<file path="src/rtl/rv32_pkg.sv">
// Shared register-file widths, writeback request payload and arbitration modes.
package rv32_pkg;

    localparam int unsigned XLEN    = 32;
    localparam int unsigned AW      = 5;
    localparam int unsigned STALL_W = 16;

    localparam logic [AW-1:0] REG_ZERO = AW'(0);

    localparam int unsigned PRIO_RR    = 0;
    localparam int unsigned PRIO_FIXED = 1;

    typedef struct packed {
        logic            valid;
        logic [AW-1:0]   rd;
        logic [XLEN-1:0] data;
    } wb_req_t;

endpackage

</file>
<file path="src/rtl/regfile_wb_arbiter_if.sv">
// Writeback requesters, register-file write port and read bypass bundle.
interface regfile_wb_arbiter_if;
    import rv32_pkg::*;

    logic                  alu_valid;
    logic [AW-1:0]         alu_rd;
    logic [XLEN-1:0]       alu_data;
    logic                  alu_ready;
    logic                  lsu_valid;
    logic [AW-1:0]         lsu_rd;
    logic [XLEN-1:0]       lsu_data;
    logic                  lsu_ready;
    logic                  WE3;
    logic [AW-1:0]         A3;
    logic [XLEN-1:0]       WD3;
    logic [AW-1:0]         A1;
    logic [AW-1:0]         A2;
    logic [XLEN-1:0]       RD1;
    logic [XLEN-1:0]       RD2;
    logic [XLEN-1:0]       RD1_fwd;
    logic [XLEN-1:0]       RD2_fwd;
    logic [STALL_W-1:0]    stall_cnt;

    // Requesters and register file side
    modport master (
        output alu_valid, alu_rd, alu_data, lsu_valid, lsu_rd, lsu_data,
        output A1, A2, RD1, RD2,
        input  alu_ready, lsu_ready, WE3, A3, WD3, RD1_fwd, RD2_fwd, stall_cnt
    );

    // Arbiter side
    modport slave (
        input  alu_valid, alu_rd, alu_data, lsu_valid, lsu_rd, lsu_data,
        input  A1, A2, RD1, RD2,
        output alu_ready, lsu_ready, WE3, A3, WD3, RD1_fwd, RD2_fwd, stall_cnt
    );

endinterface

</file>
<file path="src/rtl/wb_rr_arb2.sv">
// Two-way arbiter: round-robin on contention, or fixed priority to requester 1.
module wb_rr_arb2
    import rv32_pkg::*;
#(
    parameter int unsigned PRIO_MODE = PRIO_RR
) (
    input  logic       clk,
    input  logic       areset,
    input  logic [1:0] valid,
    output logic [1:0] grant_c
);

    logic rr_last;

    // Grant decode; nothing is granted while reset is asserted
    always_comb begin
        grant_c = 2'b00;
        if (areset) begin
            case (valid)
                2'b01:   grant_c = 2'b01;
                2'b10:   grant_c = 2'b10;
                2'b11: begin
                    if (PRIO_MODE == PRIO_FIXED) grant_c = 2'b10;
                    else                         grant_c = rr_last ? 2'b01 : 2'b10;
                end
                default: grant_c = 2'b00;
            endcase
        end
    end

    // Remember the last granted index; reset favours requester 0 on the first tie
    always_ff @(posedge clk or negedge areset) begin
        if (!areset)         rr_last <= 1'b1;
        else if (|grant_c)   rr_last <= grant_c[1];
    end

endmodule

</file>
<file path="src/rtl/regfile_wb_arbiter.sv">
// Shares the register file write port between ALU and LSU writeback, with bypass.
module regfile_wb_arbiter
    import rv32_pkg::*;
#(
    parameter int unsigned PRIO_MODE = PRIO_RR
) (
    input  logic                 clk,
    input  logic                 areset,
    regfile_wb_arbiter_if.slave  bus
);

    wb_req_t             alu_req;
    wb_req_t             lsu_req;
    wb_req_t             win_req;
    logic [1:0]          grant_c;
    logic                refused_c;
    logic                we3_q;
    logic [AW-1:0]       a3_q;
    logic [XLEN-1:0]     wd3_q;
    logic [STALL_W-1:0]  stall_q;

    assign alu_req = '{valid: bus.alu_valid, rd: bus.alu_rd, data: bus.alu_data};
    assign lsu_req = '{valid: bus.lsu_valid, rd: bus.lsu_rd, data: bus.lsu_data};

    wb_rr_arb2 #(
        .PRIO_MODE (PRIO_MODE)
    ) u_arb (
        .clk     (clk),
        .areset  (areset),
        .valid   ({lsu_req.valid, alu_req.valid}),
        .grant_c (grant_c)
    );

    assign bus.alu_ready = grant_c[0];
    assign bus.lsu_ready = grant_c[1];

    // Select the granted payload and flag any refused valid requester
    always_comb begin
        win_req   = alu_req;
        refused_c = 1'b0;
        if (grant_c[1]) win_req = lsu_req;
        if (alu_req.valid && !grant_c[0]) refused_c = 1'b1;
        if (lsu_req.valid && !grant_c[1]) refused_c = 1'b1;
    end

    // Write stage: refilled by a grant to a non-zero register, otherwise cleared
    always_ff @(posedge clk or negedge areset) begin
        if (!areset) begin
            we3_q <= 1'b0;
            a3_q  <= REG_ZERO;
            wd3_q <= XLEN'(0);
        end else if ((|grant_c) && win_req.valid && (win_req.rd != REG_ZERO)) begin
            we3_q <= 1'b1;
            a3_q  <= win_req.rd;
            wd3_q <= win_req.data;
        end else begin
            we3_q <= 1'b0;
            a3_q  <= REG_ZERO;
            wd3_q <= XLEN'(0);
        end
    end

    // Saturating count of cycles in which a valid requester was refused
    always_ff @(posedge clk or negedge areset) begin
        if (!areset)                                stall_q <= STALL_W'(0);
        else if (refused_c && (stall_q != '1))      stall_q <= stall_q + STALL_W'(1);
    end

    // Bypass the staged write onto both read ports
    always_comb begin
        bus.RD1_fwd = bus.RD1;
        bus.RD2_fwd = bus.RD2;
        if (we3_q && (a3_q != REG_ZERO) && (a3_q == bus.A1)) bus.RD1_fwd = wd3_q;
        if (we3_q && (a3_q != REG_ZERO) && (a3_q == bus.A2)) bus.RD2_fwd = wd3_q;
    end

    assign bus.WE3       = we3_q;
    assign bus.A3        = a3_q;
    assign bus.WD3       = wd3_q;
    assign bus.stall_cnt = stall_q;

endmodule

</file>
<file path="src/flat_wrapper.sv">
// flat-port wrapper written by rule: the top's interface ports become plain ports
module regfile_wb_arbiter_flat import rv32_pkg::*;
#(
    parameter int unsigned PRIO_MODE = PRIO_RR
)
  (clk, areset, bus_alu_valid, bus_alu_rd, bus_alu_data, bus_lsu_valid, bus_lsu_rd, bus_lsu_data, bus_A1, bus_A2, bus_RD1, bus_RD2, bus_alu_ready, bus_lsu_ready, bus_WE3, bus_A3, bus_WD3, bus_RD1_fwd, bus_RD2_fwd, bus_stall_cnt);
  regfile_wb_arbiter_if bus_i ();
  input  logic clk;
  input  logic areset;
  input wire logic [$bits(bus_i.alu_valid)-1:0] bus_alu_valid;
  input wire logic [$bits(bus_i.alu_rd)-1:0] bus_alu_rd;
  input wire logic [$bits(bus_i.alu_data)-1:0] bus_alu_data;
  input wire logic [$bits(bus_i.lsu_valid)-1:0] bus_lsu_valid;
  input wire logic [$bits(bus_i.lsu_rd)-1:0] bus_lsu_rd;
  input wire logic [$bits(bus_i.lsu_data)-1:0] bus_lsu_data;
  input wire logic [$bits(bus_i.A1)-1:0] bus_A1;
  input wire logic [$bits(bus_i.A2)-1:0] bus_A2;
  input wire logic [$bits(bus_i.RD1)-1:0] bus_RD1;
  input wire logic [$bits(bus_i.RD2)-1:0] bus_RD2;
  output wire logic [$bits(bus_i.alu_ready)-1:0] bus_alu_ready;
  output wire logic [$bits(bus_i.lsu_ready)-1:0] bus_lsu_ready;
  output wire logic [$bits(bus_i.WE3)-1:0] bus_WE3;
  output wire logic [$bits(bus_i.A3)-1:0] bus_A3;
  output wire logic [$bits(bus_i.WD3)-1:0] bus_WD3;
  output wire logic [$bits(bus_i.RD1_fwd)-1:0] bus_RD1_fwd;
  output wire logic [$bits(bus_i.RD2_fwd)-1:0] bus_RD2_fwd;
  output wire logic [$bits(bus_i.stall_cnt)-1:0] bus_stall_cnt;
  assign bus_i.alu_valid = bus_alu_valid;
  assign bus_i.alu_rd = bus_alu_rd;
  assign bus_i.alu_data = bus_alu_data;
  assign bus_i.lsu_valid = bus_lsu_valid;
  assign bus_i.lsu_rd = bus_lsu_rd;
  assign bus_i.lsu_data = bus_lsu_data;
  assign bus_i.A1 = bus_A1;
  assign bus_i.A2 = bus_A2;
  assign bus_i.RD1 = bus_RD1;
  assign bus_i.RD2 = bus_RD2;
  assign bus_alu_ready = bus_i.alu_ready;
  assign bus_lsu_ready = bus_i.lsu_ready;
  assign bus_WE3 = bus_i.WE3;
  assign bus_A3 = bus_i.A3;
  assign bus_WD3 = bus_i.WD3;
  assign bus_RD1_fwd = bus_i.RD1_fwd;
  assign bus_RD2_fwd = bus_i.RD2_fwd;
  assign bus_stall_cnt = bus_i.stall_cnt;
  regfile_wb_arbiter #(.PRIO_MODE(PRIO_MODE)) u_core (.clk(clk), .areset(areset), .bus(bus_i));
endmodule
</file>
<file path="config.mk">
export PLATFORM = sky130hd
export DESIGN_NAME = regfile_wb_arbiter_flat
export DESIGN_NICKNAME = d
export VERILOG_FILES = /design/src/rtl/rv32_pkg.sv /design/src/rtl/regfile_wb_arbiter_if.sv /design/src/rtl/wb_rr_arb2.sv /design/src/rtl/regfile_wb_arbiter.sv /design/src/flat_wrapper.sv
export SDC_FILE = /design/constraint.sdc
export NUM_CORES = 1
export LEC_CHECK = 0
export ABC_AREA = 0
export ABC_CLOCK_PERIOD_IN_PS = 1800
export CAP_MARGIN = 20
export CORE_ASPECT_RATIO = 0.7
export CORE_UTILIZATION = 31
export CTS_CLUSTER_SIZE = 28
export DETAILED_ROUTE_END_ITERATION = 6
export PLACE_DENSITY = 0.79
export SETUP_SLACK_MARGIN = 0.15
export SLEW_MARGIN = 20
export SYNTH_ARGS = -nofsm -noshare
export SYNTH_HDL_FRONTEND = slang
export SYNTH_SLANG_ARGS = --single-unit
</file>
<file path="constraint.sdc">
create_clock -name clk -period 1.8 [get_ports clk]
set_input_delay 0.18 -clock clk [delete_from_list [all_inputs] [get_ports clk]]
set_output_delay 0.18 -clock clk [all_outputs]
set_load 0.005 [all_outputs]
</file>
==> results by group <==
Floorplan
  – Starting Density: 0.322
  – Die area: 0.0120 mm²
  – Cell Rows: 32
  – Num ports: ~270
  – Core area: ~0.011 mm²
  – Die height: around 92 µm
  – Horizontal die dimension: 131 µm

Routing
  – Antenna viol nets, final: 0
  – Sum of routed wire length over all layers: roughly 16,000 µm
  – Post-detailed-route wirelength per cell: 19.5 µm
  – Detailed Routing Iterations Pass 1: 5
  – Via total after detailed routing: between 4,000 and 5,000
  – Initial detailed-routing violation count: about 190
  – Final routed DRC violation total: 0
  – Via-per-instance ratio: 4.89

Worst hold path
  – Hold Crit Class: input port to asynchronous set/reset pin

Power
  – Leak Pwr: 3.32 nW
  – Power share of the sequential group: 0.358
  – Peak VDD IR: around 0.00061 V
  – Clock Power Share: 0.246
  – Net switching power: 1.31 mW
  – Switch share: 0.285
  – Cell internal power dissipation: roughly 3.3 mW
  – Part of the total power dissipated in combinational logic: 0.396
  – Power density normalized to cell area: between 600 and 700 mW/mm²

CTS
  – Clock Pin Slew Worst Setup and Hold Paths: around 0.07 ns
  – CTS sink count: between 50 and 60
  – Number of buffers added by the clock tree synthesis step: 5
  – Number of buffers on the longest clock path: 2
  – Later-pin clock latency in the skew report: 0.29 ns
  – TritonCTS clock tree: yes
  – Master cell of the clock root buffer: sky130_fd_sc_hd__clkbuf_16
  – # H-tree levels: 2

GRT
  – Pin count of the biggest net entering global routing: 38
  – Number of global-route vias before repair: ~4,000
  – Wire length of the first global-routing pass: 22,500 µm
  – Grt ovf: 0
  – Number of antenna violations at the first check in global routing: 0
  – Aggregate global-route resource usage: 0.251

Critical path
  – Endpoint type of the worst setup path: output port
  – Crit Path Class: flip-flop to output port
  – Worst-path maximum fanout: 8
  – Required time worst endpoint: 1.62 ns
  – Startpoint Class: flip-flop
  – Data arrival time at the worst-slack endpoint: about 2.3 ns
  – Register-to-Register Path Depth: 6

Logic synthesis
  – Number of synthesis warnings: 0
  – Top cells by count, synth: sky130_fd_sc_hd__nand2_1 (82), sky130_fd_sc_hd__mux2_4 (60), sky130_fd_sc_hd__dfrtp_1 (54)
  – Synth unique cells: 36
  – Mapped Area: 0.00359 mm²
  – Share of the yosys chip area belonging to registers: 0.384
  – Post-synthesis sequential element count: 55
  – Predominant post-synthesis flop cell: sky130_fd_sc_hd__dfrtp_1
  – Post-synth top area cell: sky130_fd_sc_hd__dfrtp_1
  – Average cell area after synthesis: ~10 µm²
  – Mapped Cells: 344
  – Count of flip-flops with a built-in enable after synthesis: 0
  – Area share of the largest cell type after synthesis: 0.377
  – Leading cell type by number of instances after synthesis: sky130_fd_sc_hd__nand2_1
  – Asr flop ratio synth: 1.00
  – Mapped Nets: 497
  – Leading post-synthesis cells by cell area: sky130_fd_sc_hd__dfrtp_1 (38%), sky130_fd_sc_hd__mux2_4 (25%), sky130_fd_sc_hd__nand2_1 (8.6%)

Timing
  – Share of the cycle needed by the critical path after routing: 1.36
  – Final Slew Violations: 0
  – Tightest slew margin relative to the limit: 0.725
  – Max frequency: 408 MHz
  – Final setup violation count: 64
  – Setup repair after global routing missed its margin: true
  – Setup TNS after final layout: -38.47 ns
  – Hold Worst Slack: -0.00200 ns
  – Setup clock skew after layout: between 0.005 and 0.006 ns
  – Slew at the pin closest to its max-slew limit: about 0.41 ns
  – Tmin final: between 2 and 2.5 ns
  – Least setup slack across all paths after layout: -0.648 ns
  – Final Hold Violating Endpoints: 8

Job
  – Max-cap violations: 0

Final layout
  – Number of fillers in the final layout: ~820
  – Proportion of layout cells with a drive suffix above 1: 0.370
  – Layout overhead on the synthesized area: 109%
  – Antenna Cells: 0
  – Area occupied by registers: around 0.0014 mm²
  – Total number of nets in the final design: about 820
  – Multi-input gate area in the final layout: 0.00229 mm²

Placement
  – Post-detail-place hpwl: about 12,000 µm
  – Final weighted congestion of routability-driven global placement: just over 0.9
  – Buffers added on ports: around 270

Outcome
  – Run status: finished with violations
  – Failing checks: negative hold slack, negative setup slack
## sequential cells by signal (all words and copies together) (netlist names)
name,flops
u_core.bus.WE3,1
u_core.bus.stall_cnt,16
u_core.bus.WD3,32
u_core.bus.A3,5
u_core.u_arb.rr_last,1
## final cells by class
class | count | area share
clock buffers | 6 | 0.0185
clock inverters | 2 | 0.00466
inverters | 4 | 0.00200
multi-input cells | 265 | 0.304
flip-flops and latches | 55 | 0.184
well taps | 153 | 0.0255
repair buffers | 339 | 0.461
## power groups by stage
stage | Clock [mW] | Sequential [mW] | Combinational (mW)
final | 1.13 | 1.65 | 1.82
after global routing | 1.21 | 1.68 | 1.94
after CTS | 1.15 | 1.61 | 1.71
after detailed placement | 0 | 1.63 | 1.64
after global placement | 0 | 1.63 | 1.60
after floorplan | 0 | 1.63 | 0.524
## stage by stage
| step | worst slack (ns) | instance area, µm² | std cells | utilization | total power [mW] |
|---|---|---|---|---|---|
| 6_report | -0.648 | 7510 | 824 | 0.675 | 4.60 |
| 5_1_grt | -0.707 | 7510 | 824 | 0.675 | 4.83 |
| 4_1_cts | -0.661 | 7300 | 817 | 0.656 | 4.48 |
| 3_5_place_dp | -0.757 | 6740 | 787 | 0.605 | 3.27 |
| 3_3_place_gp | -0.721 | 6740 | 787 | 0.605 | 3.23 |
| 2_1_floorplan | -0.0858 | 3630 | 344 | - | 2.15 |
## path summary, 6_finish.rpt
kind / start / endpoint / slack (ns)
setup / recovery: u_core.bus.A3[3] / bus_RD1_fwd[13] / -0.65
hold / removal: areset / u_core.bus.stall_cnt[9] / -0.002
setup reg to reg: u_core.u_arb.rr_last / u_core.bus.WD3[1] / 0.13
hold reg to reg: u_core.u_arb.rr_last / u_core.u_arb.rr_last / 0.50
max in group asynchronous: areset / u_core.bus.WD3[7] / 1.05
min in group clk: bus_lsu_rd[3] / u_core.bus.A3[3] / 0.29
## kinds of logic after synthesis
kind of cell / Yosys count / synth area share
adders and majority gates: 1 / 0.00349
xor gates and xnor gates: 20 / 0.0488
muxes: 67 / 0.273
buffers and inverters: 24 / 0.0387
AOI/OAI and AO/OA: 58 / 0.0945
DFF: 55 / 0.384
and+or+nand+nor: 119 / 0.157
## layout by cell type (no fill, tap or decap), types with 2 or more instances in the layout
cell,netlist,final
sky130_fd_sc_hd__clkbuf_16,0,5
sky130_fd_sc_hd__buf_12,0,3
sky130_fd_sc_hd__dfrtp_1,54,52
sky130_fd_sc_hd__nand2b_1,2,2
sky130_fd_sc_hd__xnor2_1,6,2
sky130_fd_sc_hd__nand3_2,0,2
sky130_fd_sc_hd__and3_1,5,3
sky130_fd_sc_hd__buf_16,0,2
sky130_fd_sc_hd__clkdlybuf4s50_1,0,199
sky130_fd_sc_hd__a21oi_4,0,3
sky130_fd_sc_hd__dlygate4sd2_1,0,7
sky130_fd_sc_hd__dfrtp_2,0,2
sky130_fd_sc_hd__or4_4,1,2
sky130_fd_sc_hd__o31ai_1,2,2
sky130_fd_sc_hd__nand4_1,6,6
sky130_fd_sc_hd__xor2_1,14,13
sky130_fd_sc_hd__nor2_1,3,3
sky130_fd_sc_hd__nand2_1,82,81
sky130_fd_sc_hd__buf_4,0,31
sky130_fd_sc_hd__inv_1,4,4
sky130_fd_sc_hd__a211oi_2,0,6
sky130_fd_sc_hd__a31oi_1,4,4
sky130_fd_sc_hd__nand3_1,8,6
sky130_fd_sc_hd__a21oi_2,0,5
sky130_fd_sc_hd__buf_6,6,90
sky130_fd_sc_hd__and4_4,0,2
sky130_fd_sc_hd__nor4_4,2,4
sky130_fd_sc_hd__buf_2,3,5
sky130_fd_sc_hd__a21oi_1,41,33
sky130_fd_sc_hd__mux2_4,60,61
sky130_fd_sc_hd__xnor2_2,0,4
sky130_fd_sc_hd__mux2_2,7,6
## repair_timing
item	CTS	global route
hold endpoints to repair	8	0
gates cloned	5	0
hold buffers	1	0
pin swaps	12	14
setup endpoints to repair	108	86
gates resized for setup	362	32
buffers inserted	16	7
## critical path, stage by stage, from the launching register on
cell and delay (ns):
sky130_fd_sc_hd__dfrtp_1 0.40, sky130_fd_sc_hd__or4_4 0.53, sky130_fd_sc_hd__o21ai_4 0.20, sky130_fd_sc_hd__nor4_4 0.10, sky130_fd_sc_hd__buf_6 0.16, sky130_fd_sc_hd__buf_12 0.15, sky130_fd_sc_hd__mux2_4 0.31, sky130_fd_sc_hd__buf_6 0.12
## per-layer routing
metal  track usage  wire, µm  up-vias
met5             0         0        -
met4        0.0881       476        0
met3        0.0478      1130       44
met2         0.453      8380      173
met1         0.292      6060     1962
li1              -         -     1853
(Power assumes the default switching activity.)
